### config.mk
export PLATFORM = sky130hd
export DESIGN_NAME = mux_scan_sequencer
export DESIGN_NICKNAME = d
export VERILOG_FILES = /design/src/rtl/mux_scan_sequencer.sv
export SDC_FILE = /design/constraint.sdc
export NUM_CORES = 1
export LEC_CHECK = 0
export ABC_CLOCK_PERIOD_IN_PS = 5500
export CAP_MARGIN = 5
export CORE_UTILIZATION = 45
export DETAILED_ROUTE_END_ITERATION = 8
export PLACE_DENSITY = 0.66
export SLEW_MARGIN = 20
export SYNTH_ARGS = -nofsm -noshare
export SYNTH_HDL_FRONTEND = slang
export SYNTH_SLANG_ARGS = --single-unit
### constraint.sdc
create_clock -name clk -period 5.5 [get_ports clk]
set_input_delay 1.1 -clock clk [delete_from_list [all_inputs] [get_ports clk]]
set_output_delay 1.1 -clock clk [all_outputs]
set_load 0.01 [all_outputs]
### src/rtl/mux_scan_sequencer.sv
// -----------------------------------------------------------------------------
// mux_scan_sequencer
//
// Purpose:
//   Drives the select lines of the structural 4:1 mux so that it scans channels
//   0..3 in order. Each channel address is held for SETTLE_CYCLES cycles so the
//   gate-level mux can resolve, and mux_out is sampled in the last of those
//   cycles. The four samples form a 4-bit snapshot (bit i = in_i), which is
//   offered downstream over a valid/ready handshake. A scan can be single-shot
//   (start) or continuous (continuous held high).
//
// Parameters:
//   SETTLE_CYCLES  cycles each address is held before sampling (1..255)
//
// Ports:
//   clk         in   system clock, rising edge
//   reset       in   asynchronous, active-high reset
//   start       in   one-shot scan request, honoured only in IDLE
//   continuous  in   level; restarts a scan after each accepted snapshot
//   address0    out  mux select MSB (channel = {address0,address1})
//   address1    out  mux select LSB
//   mux_out     in   output of the 4:1 mux
//   snapshot    out  captured word, stable while snap_valid
//   snap_valid  out  snapshot available
//   snap_ready  in   downstream accepts snapshot
//   busy        out  high whenever the sequencer is not idle
//   changed     out  snapshot differs from the previously accepted one
//                    (only when MUXSEQ_CHANGE_DETECT_EN is defined)
//
// Build option:
//   MUXSEQ_CHANGE_DETECT_EN  adds the changed output and its prev register
//
// States:
//   IDLE   | waiting for start or continuous
//   SETTLE | holding a channel address, sampling mux_out when counter hits 0
//   HOLD   | snapshot presented with snap_valid, waiting for snap_ready
// -----------------------------------------------------------------------------
module mux_scan_sequencer #(
  parameter int unsigned SETTLE_CYCLES = 2
) (
  input  logic       clk,
  input  logic       reset,
  input  logic       start,
  input  logic       continuous,
  output logic       address0,
  output logic       address1,
  input  logic       mux_out,
  output logic [3:0] snapshot,
  output logic       snap_valid,
  input  logic       snap_ready,
  output logic       busy
`ifdef MUXSEQ_CHANGE_DETECT_EN
  ,
  output logic       changed
`endif
);

  localparam logic [7:0] LP_RELOAD = 8'(SETTLE_CYCLES - 1);

  typedef enum logic [1:0] {
    ST_IDLE   = 2'd0,
    ST_SETTLE = 2'd1,
    ST_HOLD   = 2'd2
  } state_t;

  state_t     r_state;
  logic [1:0] r_ch;
  logic [7:0] r_cnt;
  // Channel 3 goes straight into the snapshot, so only 0..2 need holding.
  logic [2:0] r_capture;
  logic [3:0] r_snapshot;
  logic       r_snap_valid;
  logic       r_busy;
  logic [3:0] w_new_snap;

`ifdef MUXSEQ_CHANGE_DETECT_EN
  logic [3:0] r_prev;
  logic       r_changed;
`endif

  assign w_new_snap = {mux_out, r_capture};

  always_ff @(posedge clk or posedge reset) begin
    if (reset) begin
      r_state      <= ST_IDLE;
      r_ch         <= 2'd0;
      r_cnt        <= 8'd0;
      r_capture    <= 3'b000;
      r_snapshot   <= 4'b0000;
      r_snap_valid <= 1'b0;
      r_busy       <= 1'b0;
`ifdef MUXSEQ_CHANGE_DETECT_EN
      r_prev       <= 4'b0000;
      r_changed    <= 1'b0;
`endif
    end else begin
      case (r_state)
        ST_IDLE: begin
          if (start || continuous) begin
            r_state <= ST_SETTLE;
            r_ch    <= 2'd0;
            r_cnt   <= LP_RELOAD;
            r_busy  <= 1'b1;
          end
        end

        ST_SETTLE: begin
          if (r_cnt != 8'd0) begin
            r_cnt <= r_cnt - 8'd1;
          end else if (r_ch != 2'd3) begin
            case (r_ch)
              2'd0:    r_capture[0] <= mux_out;
              2'd1:    r_capture[1] <= mux_out;
              default: r_capture[2] <= mux_out;
            endcase
            r_ch  <= r_ch + 2'd1;
            r_cnt <= LP_RELOAD;
          end else begin
            // Last channel: assemble the word and park the mux on channel 0.
            r_snapshot   <= w_new_snap;
            r_ch         <= 2'd0;
            r_snap_valid <= 1'b1;
            r_state      <= ST_HOLD;
`ifdef MUXSEQ_CHANGE_DETECT_EN
            r_changed    <= (w_new_snap != r_prev);
`endif
          end
        end

        ST_HOLD: begin
          if (snap_ready) begin
            r_snap_valid <= 1'b0;
`ifdef MUXSEQ_CHANGE_DETECT_EN
            r_prev       <= r_snapshot;
`endif
            if (continuous) begin
              r_state <= ST_SETTLE;
              r_ch    <= 2'd0;
              r_cnt   <= LP_RELOAD;
            end else begin
              r_state <= ST_IDLE;
              r_busy  <= 1'b0;
            end
          end
        end

        default: begin
          r_state      <= ST_IDLE;
          r_ch         <= 2'd0;
          r_cnt        <= 8'd0;
          r_snap_valid <= 1'b0;
          r_busy       <= 1'b0;
        end
      endcase
    end
  end

  assign address0   = r_ch[1];
  assign address1   = r_ch[0];
  assign snapshot   = r_snapshot;
  assign snap_valid = r_snap_valid;
  assign busy       = r_busy;
`ifdef MUXSEQ_CHANGE_DETECT_EN
  assign changed    = r_changed;
`endif

endmodule
==> metrics.txt, run 1 <==
outcome finished clean; Cell Chain, Critical Path clkdlybuf4s50_1, or2_2, a21oi_1, buf_4, a21oi_1, a21oi_1; Post-CTS Setup Repair Bufs 0; syn avg cell area 10.56 um2; worst hold endpoint snap_valid; RSZ-0062 raised after global routing false; final max-slew violation count 0; vias in the first global route 822; Max stage delay cell, worst path clkdlybuf4s50_1; M1 GR Usage 21.80%; Yosys reg bits 21; hold path depth 1; Yosys Warn Count 0; worst rel slew slack 46.54%; final clock skew 0.001066 ns; max-cap viol count 0; GR peak layer met2; Cell Area, Synth 1099 um2; adder-cell share of the synthesized area 5.695%; final hold violations 0; grt met3 use 3.571%; Max IR drop VDD 243.7 uV; antenna fix cells 0; Reg2Reg Depth 5; CTS tree done; Post-Route WL 2.046 mm; gr usage total 18.32%; period utilization 46.76%; Leak Pwr 0.5671 nW; Synth Area in XOR/XNOR 0%; Seq/Total Area, Yosys 47.84%; setup TNS 0 ns; drt wl/cell 13.92 um; Detail Route Antenna Nets 0; area of the die 2643 um2; initial antenna violation count 0; CP dominant cell by count a21oi_1; Compound-Gate Fraction of Synth Area 16.29%; final setup vio count 0; largest net degree at the start of global routing 22; worst hold margin 0.5011 ns; r2r setup slk 3.17 ns; crit end category flop; H-tree levels 1; simple-gate share of the synthesized area 18.11%; main combinational cell family by area after synthesis simple AND/OR/NAND/NOR gates; post-layout minimum cycle time 2.572 ns; Final nets 131; most frequent cells in the layout 21 x dfrtp_1, 13 x clkdlybuf4s50_1, 11 x a21oi_1; first-pass GRT wire length 3.560 mm; clock slew at reported path FFs 0.12 ns; HP Class reg -> reg; Initial Utilization 48.72%; Crit Path Max Fanout 10; worst slew pin tran 0.8010 ns; commonest non-fill, non-tap cell in the layout dfrtp_1; DRC 0; post-cts repair resize count 0; drt first pass iters 4; Core Region 2255 um2; num ports 14; Detailed Place HPWL 1.453 mm; global route overflow 0; startpoint of the worst hold path snap_valid; layout cell share with drive strength beyond 1 14.29%; met2 track demand over resource 32.25%; row count 17; Fillers 218; I/O Buffers 13; critical path arrival 2.80 ns; hold_buf cts 0; Mapped Cells 104; largest stage delay on the critical path 0.42 ns; Mapped Nets 115; Initial DRC Count 14; Synth cell types 31; startpoint types primary input; gpl congestion 0.8223; routed vias 823; Die H 51.41 um; Fmax 388.8 MHz; CP required 5.73 ns; Vias/cell 5.599; r2r startpoint r_cnt[0]; die width 51.41 um; CP Class in -> reg; mux cell area share after synthesis 7.175%; P&R area growth vs syn 16.06%; clock sinks 21; clock buffer depth 2; worst r2r dst snapshot[0]; Num CTS Buffers 3; power density over the cells 443.5 nW/um2; clock root cell clkbuf_4; Clock Latency Late Sink 0.30 ns
[critical path, delay by kind of cell]
| family | cells | cell delay, ns |
|---|---|---|
| and+or+nand+nor | 1 | 0.31 |
| buffers and inverters | 2 | 0.68 |
| AOI/OAI and AO/OA | 3 | 0.71 |
[registers in the layout, indices dropped and copies added, names as in the netlist]
register	flops
r_ch	2
r_cnt	8
snapshot	4
snap_valid	1
busy	1
r_state	2
r_capture	3
[routing by layer]
metal / part of all wire, % / routed length (um)
met1: 47 / 964
met2: 49 / 999
met3: 2.6 / 54
met4: 1.3 / 27
met5: 0 / 0
[cell families (layout without fill, tap and decap cells)]
logic type,Yosys count,after routing
AOI/OAI and AO/OA,28,28
DFF,21,21
and+or+nand+nor,32,32
muxes,7,7
buffers and inverters,11,26
adders and majority gates,5,5
[cells in the mapped netlist, drive strengths merged]
master | number | area [um2]
or2 | 1 | 6.260
a31o | 1 | 8.760
o21ai | 3 | 15.01
nor3 | 1 | 5.000
nor2b | 1 | 8.760
dfrtp | 21 | 525.5
or4 | 6 | 45.04
nor3b | 1 | 7.510
nand3 | 1 | 5.000
inv | 8 | 30.03
nand2 | 9 | 33.78
buf | 3 | 23.77
o22a | 1 | 8.760
and4 | 1 | 8.760
nor4 | 2 | 27.53
ha | 5 | 62.56
o22ai | 2 | 12.51
o31ai | 6 | 45.04
nand3b | 1 | 7.510
mux2 | 7 | 78.83
a21bo | 1 | 10.01
a32oi | 1 | 8.760
and4b | 1 | 10.01
nor2 | 4 | 15.01
nand2b | 1 | 6.260
a21oi | 11 | 55.05
or3 | 2 | 12.51
a21o | 2 | 15.01
[cell type report]
cell class	count	area (um2)	area share [%]
clock buffer	3	22.52	1.766
clock inverter	1	5.005	0.3925
inverter	8	30.03	2.355
multi-input combinational	72	519.2	40.73
sequential	21	525.5	41.22
tap	28	35.03	2.748
timing repair buffer	14	137.6	10.79
[metrics by stage]
| step | setup WS [ns] | total power, W | std cells | area, um2 | utilization (%) |
|---|---|---|---|---|---|
| floorplan | 3.263 | 0.0004109 | 104 | 1099 | - |
| global placement | 2.374 | 0.0004865 | 142 | 1240 | 54.99 |
| detailed placement | 2.227 | 0.0004939 | 142 | 1240 | 54.99 |
| CTS | 2.541 | 0.0005711 | 146 | 1267 | 56.22 |
| global route | 2.828 | 0.0006131 | 147 | 1275 | 56.55 |
| finish | 2.928 | 0.0005654 | 147 | 1275 | 56.55 |
[worst max path at each step]
| stage | startpoint | depth (start not counted) | endpoint |
|---|---|---|---|
| after floorplan | continuous | 5 | r_cnt[0] |
| after global placement | continuous | 5 | r_cnt[4] |
| after detailed placement | continuous | 5 | r_cnt[6] |
| after CTS | continuous | 5 | r_cnt[3] |
| after global routing | continuous | 6 | r_cnt[6] |
| final | continuous | 6 | r_cnt[6] |
[power breakdown]
part	internal [W]	switching, W	leakage (nW)
logic	0.000119	0.0000990	0.292
registers	0.000215	0.0000566	0.258
clock network	0.0000271	0.0000481	0.0177
Power figures use the tool's default switching activity.
==> run 2: changes to the inputs <==
--- a/config.mk
+++ b/config.mk
@@ -5,11 +5,11 @@
 export SDC_FILE = /design/constraint.sdc
 export NUM_CORES = 1
 export LEC_CHECK = 0
-export ABC_CLOCK_PERIOD_IN_PS = 5500
+export ABC_CLOCK_PERIOD_IN_PS = 2350
 export CAP_MARGIN = 5
 export CORE_UTILIZATION = 45
 export DETAILED_ROUTE_END_ITERATION = 8
-export PLACE_DENSITY = 0.66
+export PLACE_DENSITY = 0.69
 export SLEW_MARGIN = 20
 export SYNTH_ARGS = -nofsm -noshare
 export SYNTH_HDL_FRONTEND = slang
==> constraint.sdc (replaced) <==
create_clock -name clk -period 2.35 [get_ports clk]
set_input_delay 0.47 -clock clk [delete_from_list [all_inputs] [get_ports clk]]
set_output_delay 0.47 -clock clk [all_outputs]
set_load 0.01 [all_outputs]
==> metrics.txt, run 2 (synthesis gave the netlist of run 1 again) <==
outcome finished clean; Initial DRC Count 21 (+7); Num CTS Buffers 3 (unchanged); Max stage delay cell, worst path or4_1; Cell Chain, Critical Path inv_1, ha_1, nor3b_1, buf_4, and4_1, buf_4, or4_1, a21oi_1; first-pass GRT wire length 3.491 mm (-1.9%); I/O Buffers 13 (unchanged); initial antenna violation count 0 (unchanged); die width 51.41 um (unchanged); grt met3 use 3.869% (+0.30 points); final clock skew 0.002146 ns (+0.001079 ns); gr usage total 18.01% (-0.31 points); period utilization 90.49%; power density over the cells 1016 nW/um2 (+130%); Vias/cell 5.609 (+0.19%); Die H 51.41 um (unchanged); final max-slew violation count 0 (unchanged); clock buffer depth 2 (unchanged); most frequent cells in the layout 21 x dfrtp_1, 13 x clkdlybuf4s50_1, 11 x a21oi_1; Core Region 2255 um2 (unchanged); Clock Latency Late Sink 0.30 ns (about the same); hold_buf cts 0 (unchanged); GR peak layer met2; clock slew at reported path FFs 0.12 ns (about the same); num ports 14 (unchanged); Max IR drop VDD 572.5 uV (+130%); Detailed Place HPWL 1.441 mm (-0.87%); Fmax 470.3 MHz; r2r setup slk 0.22 ns (-2.95 ns); Final nets 135 (+3.1%); layout cell share with drive strength beyond 1 17.07% (+2.8 points); placed cells 147 (+3.5%); DRC 0 (unchanged); post-layout minimum cycle time 2.126 ns; CP required 2.58 ns (-3.15 ns); Reg with most FFs r_cnt; RSZ-0062 raised after global routing false; met2 track demand over resource 28.57% (-3.7 points); Post-CTS Setup Repair Bufs 0 (unchanged); Initial Utilization 48.72% (unchanged); worst r2r dst r_cnt[7]; critical path arrival 2.36 ns (-0.44 ns); Post-Route WL 1.991 mm (-2.7%); final hold violations 0 (unchanged); final setup vio count 0 (unchanged); worst rel slew slack 68.30% (+22 points); CP dominant cell by count buf_4; r2r startpoint r_cnt[0]; Reg2Reg Depth 8 (+3); vias in the first global route 789 (-4.0%); antenna fix cells 0 (unchanged); Tot Pwr 0.001326 W (+130%); CTS tree done; P&R area growth vs syn 18.79%; drt first pass iters 4 (unchanged); area of the die 2643 um2 (unchanged); post-cts repair resize count 0 (unchanged); largest stage delay on the critical path 0.51 ns (+0.09 ns); Layout Cells excl Fill 151 (+2.7%); max-cap viol count 0 (unchanged); row count 17 (unchanged); M1 GR Usage 23.76% (+2.0 points); worst hold margin 0.4827 ns (-0.01842 ns); clock root cell clkbuf_4; Leak Pwr 0.5881 nW (+3.7%); crit end category flop; H-tree levels 1 (unchanged); worst slew pin tran 0.4755 ns (-0.3255 ns); commonest non-fill, non-tap cell in the layout dfrtp_1; routed vias 847 (+2.9%); global route overflow 0 (unchanged); gpl congestion 0.7780 (-5.4%); HP Class in -> async; clock sinks 21 (unchanged); CP Class reg -> reg; Detail Route Antenna Nets 0 (unchanged); drt wl/cell 13.19 um (-5.3%); largest net degree at the start of global routing 22 (unchanged); startpoint types flop; setup TNS 0 ns (unchanged); Crit Path Max Fanout 15 (+5); max reg flops 8 (unchanged)
## run 2: how the worst max path moves through the flow
stage | slack, ns | cells past startpoint | end | start
floorplan | 0.44 | 7 | snapshot[0] | r_cnt[0]
global placement | 0.30 | 8 | r_cnt[7] | r_cnt[0]
detailed placement | 0.26 | 8 | r_cnt[5] | r_cnt[0]
CTS | 0.23 | 8 | r_cnt[7] | r_cnt[0]
global route | 0.09 | 8 | r_cnt[7] | r_cnt[0]
finish | 0.22 | 8 | r_cnt[7] | r_cnt[0]
## run 2: report_power, final
part	switching (W)	internal (W)	leakage [nW]
combinational	0.000232	0.000288	0.313
clock	0.000113	0.0000634	0.0177
sequential	0.000126	0.000504	0.258
total	0.000472	0.000855	0.588
## run 2: layout make-up
type                    count  area, um2
fillers                   201      949.7
flip-flops and latches     21      525.5
multi-input cells          72      519.2
repair buffers             18      167.7
well taps                  28      35.03
inverters                   8      30.03
clock buffers               3      22.52
clock inverters             1      5.005
## run 2: metal layers
layer	part of all wire, %	wire [um]
met2	46	921
met5	0	0
met4	1.3	25
met3	4.4	87
met1	48	957
## run 2: critical path: cells and delay by family, from the launching register on
kind / cells / cell delay [ns]
AOI/OAI and AO/OA: 1 / 0.16
adders and majority gates: 1 / 0.20
buffers and inverters: 3 / 0.44
DFF: 1 / 0.43
and+or+nand+nor: 3 / 0.84
## run 2: per-stage QoR
stage,cell area [um2],setup slack (ns),utilization [%]
after detailed placement,1277,0.2645,56.66
after global placement,1277,0.2954,56.66
after floorplan,1099,0.4372,-
after CTS,1305,0.2327,57.88
final,1305,0.2236,57.88
after global routing,1305,0.09176,57.88
==> run 3: changes to the inputs <==
--- a/config.mk
+++ b/config.mk
@@ -9,7 +9,7 @@
 export CAP_MARGIN = 5
 export CORE_UTILIZATION = 45
 export DETAILED_ROUTE_END_ITERATION = 8
-export PLACE_DENSITY = 0.69
+export PLACE_DENSITY = 0.78
 export SLEW_MARGIN = 20
 export SYNTH_ARGS = -nofsm -noshare
 export SYNTH_HDL_FRONTEND = slang
==> metrics.txt, run 3 (synthesis gave the netlist of run 1 again) <==
global route overflow 0 (unchanged); Vias/cell 5.604 (about the same); vias in the first global route 838 (+6.2%); antenna fix cells 0 (unchanged); crit end category flop; most frequent cells in the layout 21 x dfrtp_1, 13 x clkdlybuf4s50_1, 11 x a21oi_1; Num CTS Buffers 3 (unchanged); Reg with most FFs r_cnt; routed vias 835 (-1.4%); max-cap viol count 0 (unchanged); Max IR drop VDD 583.2 uV (+1.9%); Final nets 133 (-1.5%); CTS tree done; max reg flops 8 (unchanged); hold_buf cts 0 (unchanged); final setup vio count 0 (unchanged); setup TNS 0 ns (unchanged); Initial DRC Count 13 (-38%); power density over the cells 1027 nW/um2 (+1.0%); largest stage delay on the critical path 0.44 ns (-0.07 ns); clock sinks 21 (unchanged); area of the die 2643 um2 (unchanged); num ports 14 (unchanged); P&R area growth vs syn 17.43%; RSZ-0062 raised after global routing false; first-pass GRT wire length 3.712 mm (+6.3%); GR peak layer met2; Die H 51.41 um (unchanged); Core Region 2255 um2 (unchanged); post-cts repair resize count 0 (unchanged); Detailed Place HPWL 1.430 mm (-0.71%); layout cell share with drive strength beyond 1 15.70% (-1.4 points); CP required 2.54 ns (-0.04 ns); Fillers 211 (+5.0%); drt wl/cell 14.01 um (+6.3%); Detail Route Antenna Nets 0 (unchanged); grt met3 use 5.357% (+1.5 points); final setup margin 0.2804 ns (+0.05687 ns); clock slew at reported path FFs 0.12 ns (about the same); Post-CTS Setup Repair Bufs 0 (unchanged); period utilization 88.07% (-2.4 points); Initial Utilization 48.72% (unchanged); worst rel slew slack 67.63% (-0.67 points); Leak Pwr 0.5774 nW (-1.8%); clock buffer depth 2 (unchanged); Max stage delay cell, worst path dfrtp_1; drt first pass iters 4 (unchanged); final max-slew violation count 0 (unchanged); CP Class reg -> reg; die width 51.41 um (unchanged); initial antenna violation count 0 (unchanged); critical path arrival 2.26 ns (-0.10 ns); Cell Chain, Critical Path inv_1, ha_1, nor3b_1, and4_1, buf_4, mux2_2; startpoint types flop; outcome finished clean; worst slew pin tran 0.4845 ns (+0.009016 ns); row count 17 (unchanged); gpl congestion 0.8577 (+10%); final hold violations 0 (unchanged); final clock skew 0.008686 ns (+0.006540 ns); DRC 0 (unchanged); M1 GR Usage 23.86% (+0.099 points); Crit Path Max Fanout 19 (+4); largest net degree at the start of global routing 22 (unchanged); HP Class in -> async; clock root cell clkbuf_4; Clock Latency Late Sink 0.30 ns (about the same); commonest non-fill, non-tap cell in the layout dfrtp_1; Post-Route WL 2.088 mm (+4.9%); Setup Slack @ Placement 0.2572 ns (-0.007248 ns); Layout Cells excl Fill 149 (-1.3%); H-tree levels 1 (unchanged); placed cells 145 (-1.4%); I/O Buffers 13 (unchanged); post-layout minimum cycle time 2.070 ns (-0.05687 ns); met2 track demand over resource 32.25% (+3.7 points); Fmax 483.2 MHz (+2.7%); gr usage total 18.81% (+0.79 points)
[run 3: final timing paths]
check	start	to	slack, ns	depth (start not counted)
max	r_cnt[0]	snapshot[2]	0.28	6
min	reset	snapshot[3]	0.47	3
max reg2reg	r_cnt[0]	snapshot[2]	0.28	6
min reg2reg	snap_valid	snap_valid	0.49	1
max in group asynchronous	reset	r_cnt[4]	1.66	3
min in group clk	snap_valid	snap_valid	0.49	1
[run 3: through the flow]
| step | hold slack, ns | total power (W) | utilization (%) | cell area, um2 |
|---|---|---|---|---|
| floorplan | 0.4465 | 0.0009617 | - | 1099 |
| global placement | 0.4641 | 0.001130 | 55.99 | 1262 |
| detailed placement | 0.4772 | 0.001158 | 55.99 | 1262 |
| CTS | 0.4781 | 0.001333 | 57.21 | 1290 |
| global route | 0.4965 | 0.001432 | 57.21 | 1290 |
| finish | 0.4717 | 0.001324 | 57.21 | 1290 |
[run 3: critical path: cells and delay by family (launching register included)]
family	cells	cell delay, ns
adder cells (fa/ha/maj)	1	0.15
buffers and inverters	2	0.35
flip-flops	1	0.44
multiplexers	1	0.35
AND/OR/NAND/NOR	2	0.67
[run 3: per-layer routing]
| layer | vias to the layer above | share of wire, % |
|---|---|---|
| met5 | - | 0 |
| met2 | 7 | 49 |
| li1 | 413 | - |
| met3 | 2 | 2.6 |
| met4 | 0 | 0.57 |
| met1 | 413 | 47 |
[run 3: final cells by class]
cell class / count / area [um2] / area share (%)
Clock buffer: 3 / 22.52 / 1.746
Clock inverter: 1 / 5.005 / 0.3880
Inverter: 8 / 30.03 / 2.328
Multi-Input combinational cell: 72 / 519.2 / 40.25
Sequential cell: 21 / 525.5 / 40.74
Tap cell: 28 / 35.03 / 2.716
Timing Repair Buffer: 16 / 152.6 / 11.83
[run 3: power by group]
part	internal, W	total [W]	switching, W
sequential	0.000504	0.000634	0.000131
combinational	0.000281	0.000519	0.000238
clock	0.0000635	0.000171	0.000108
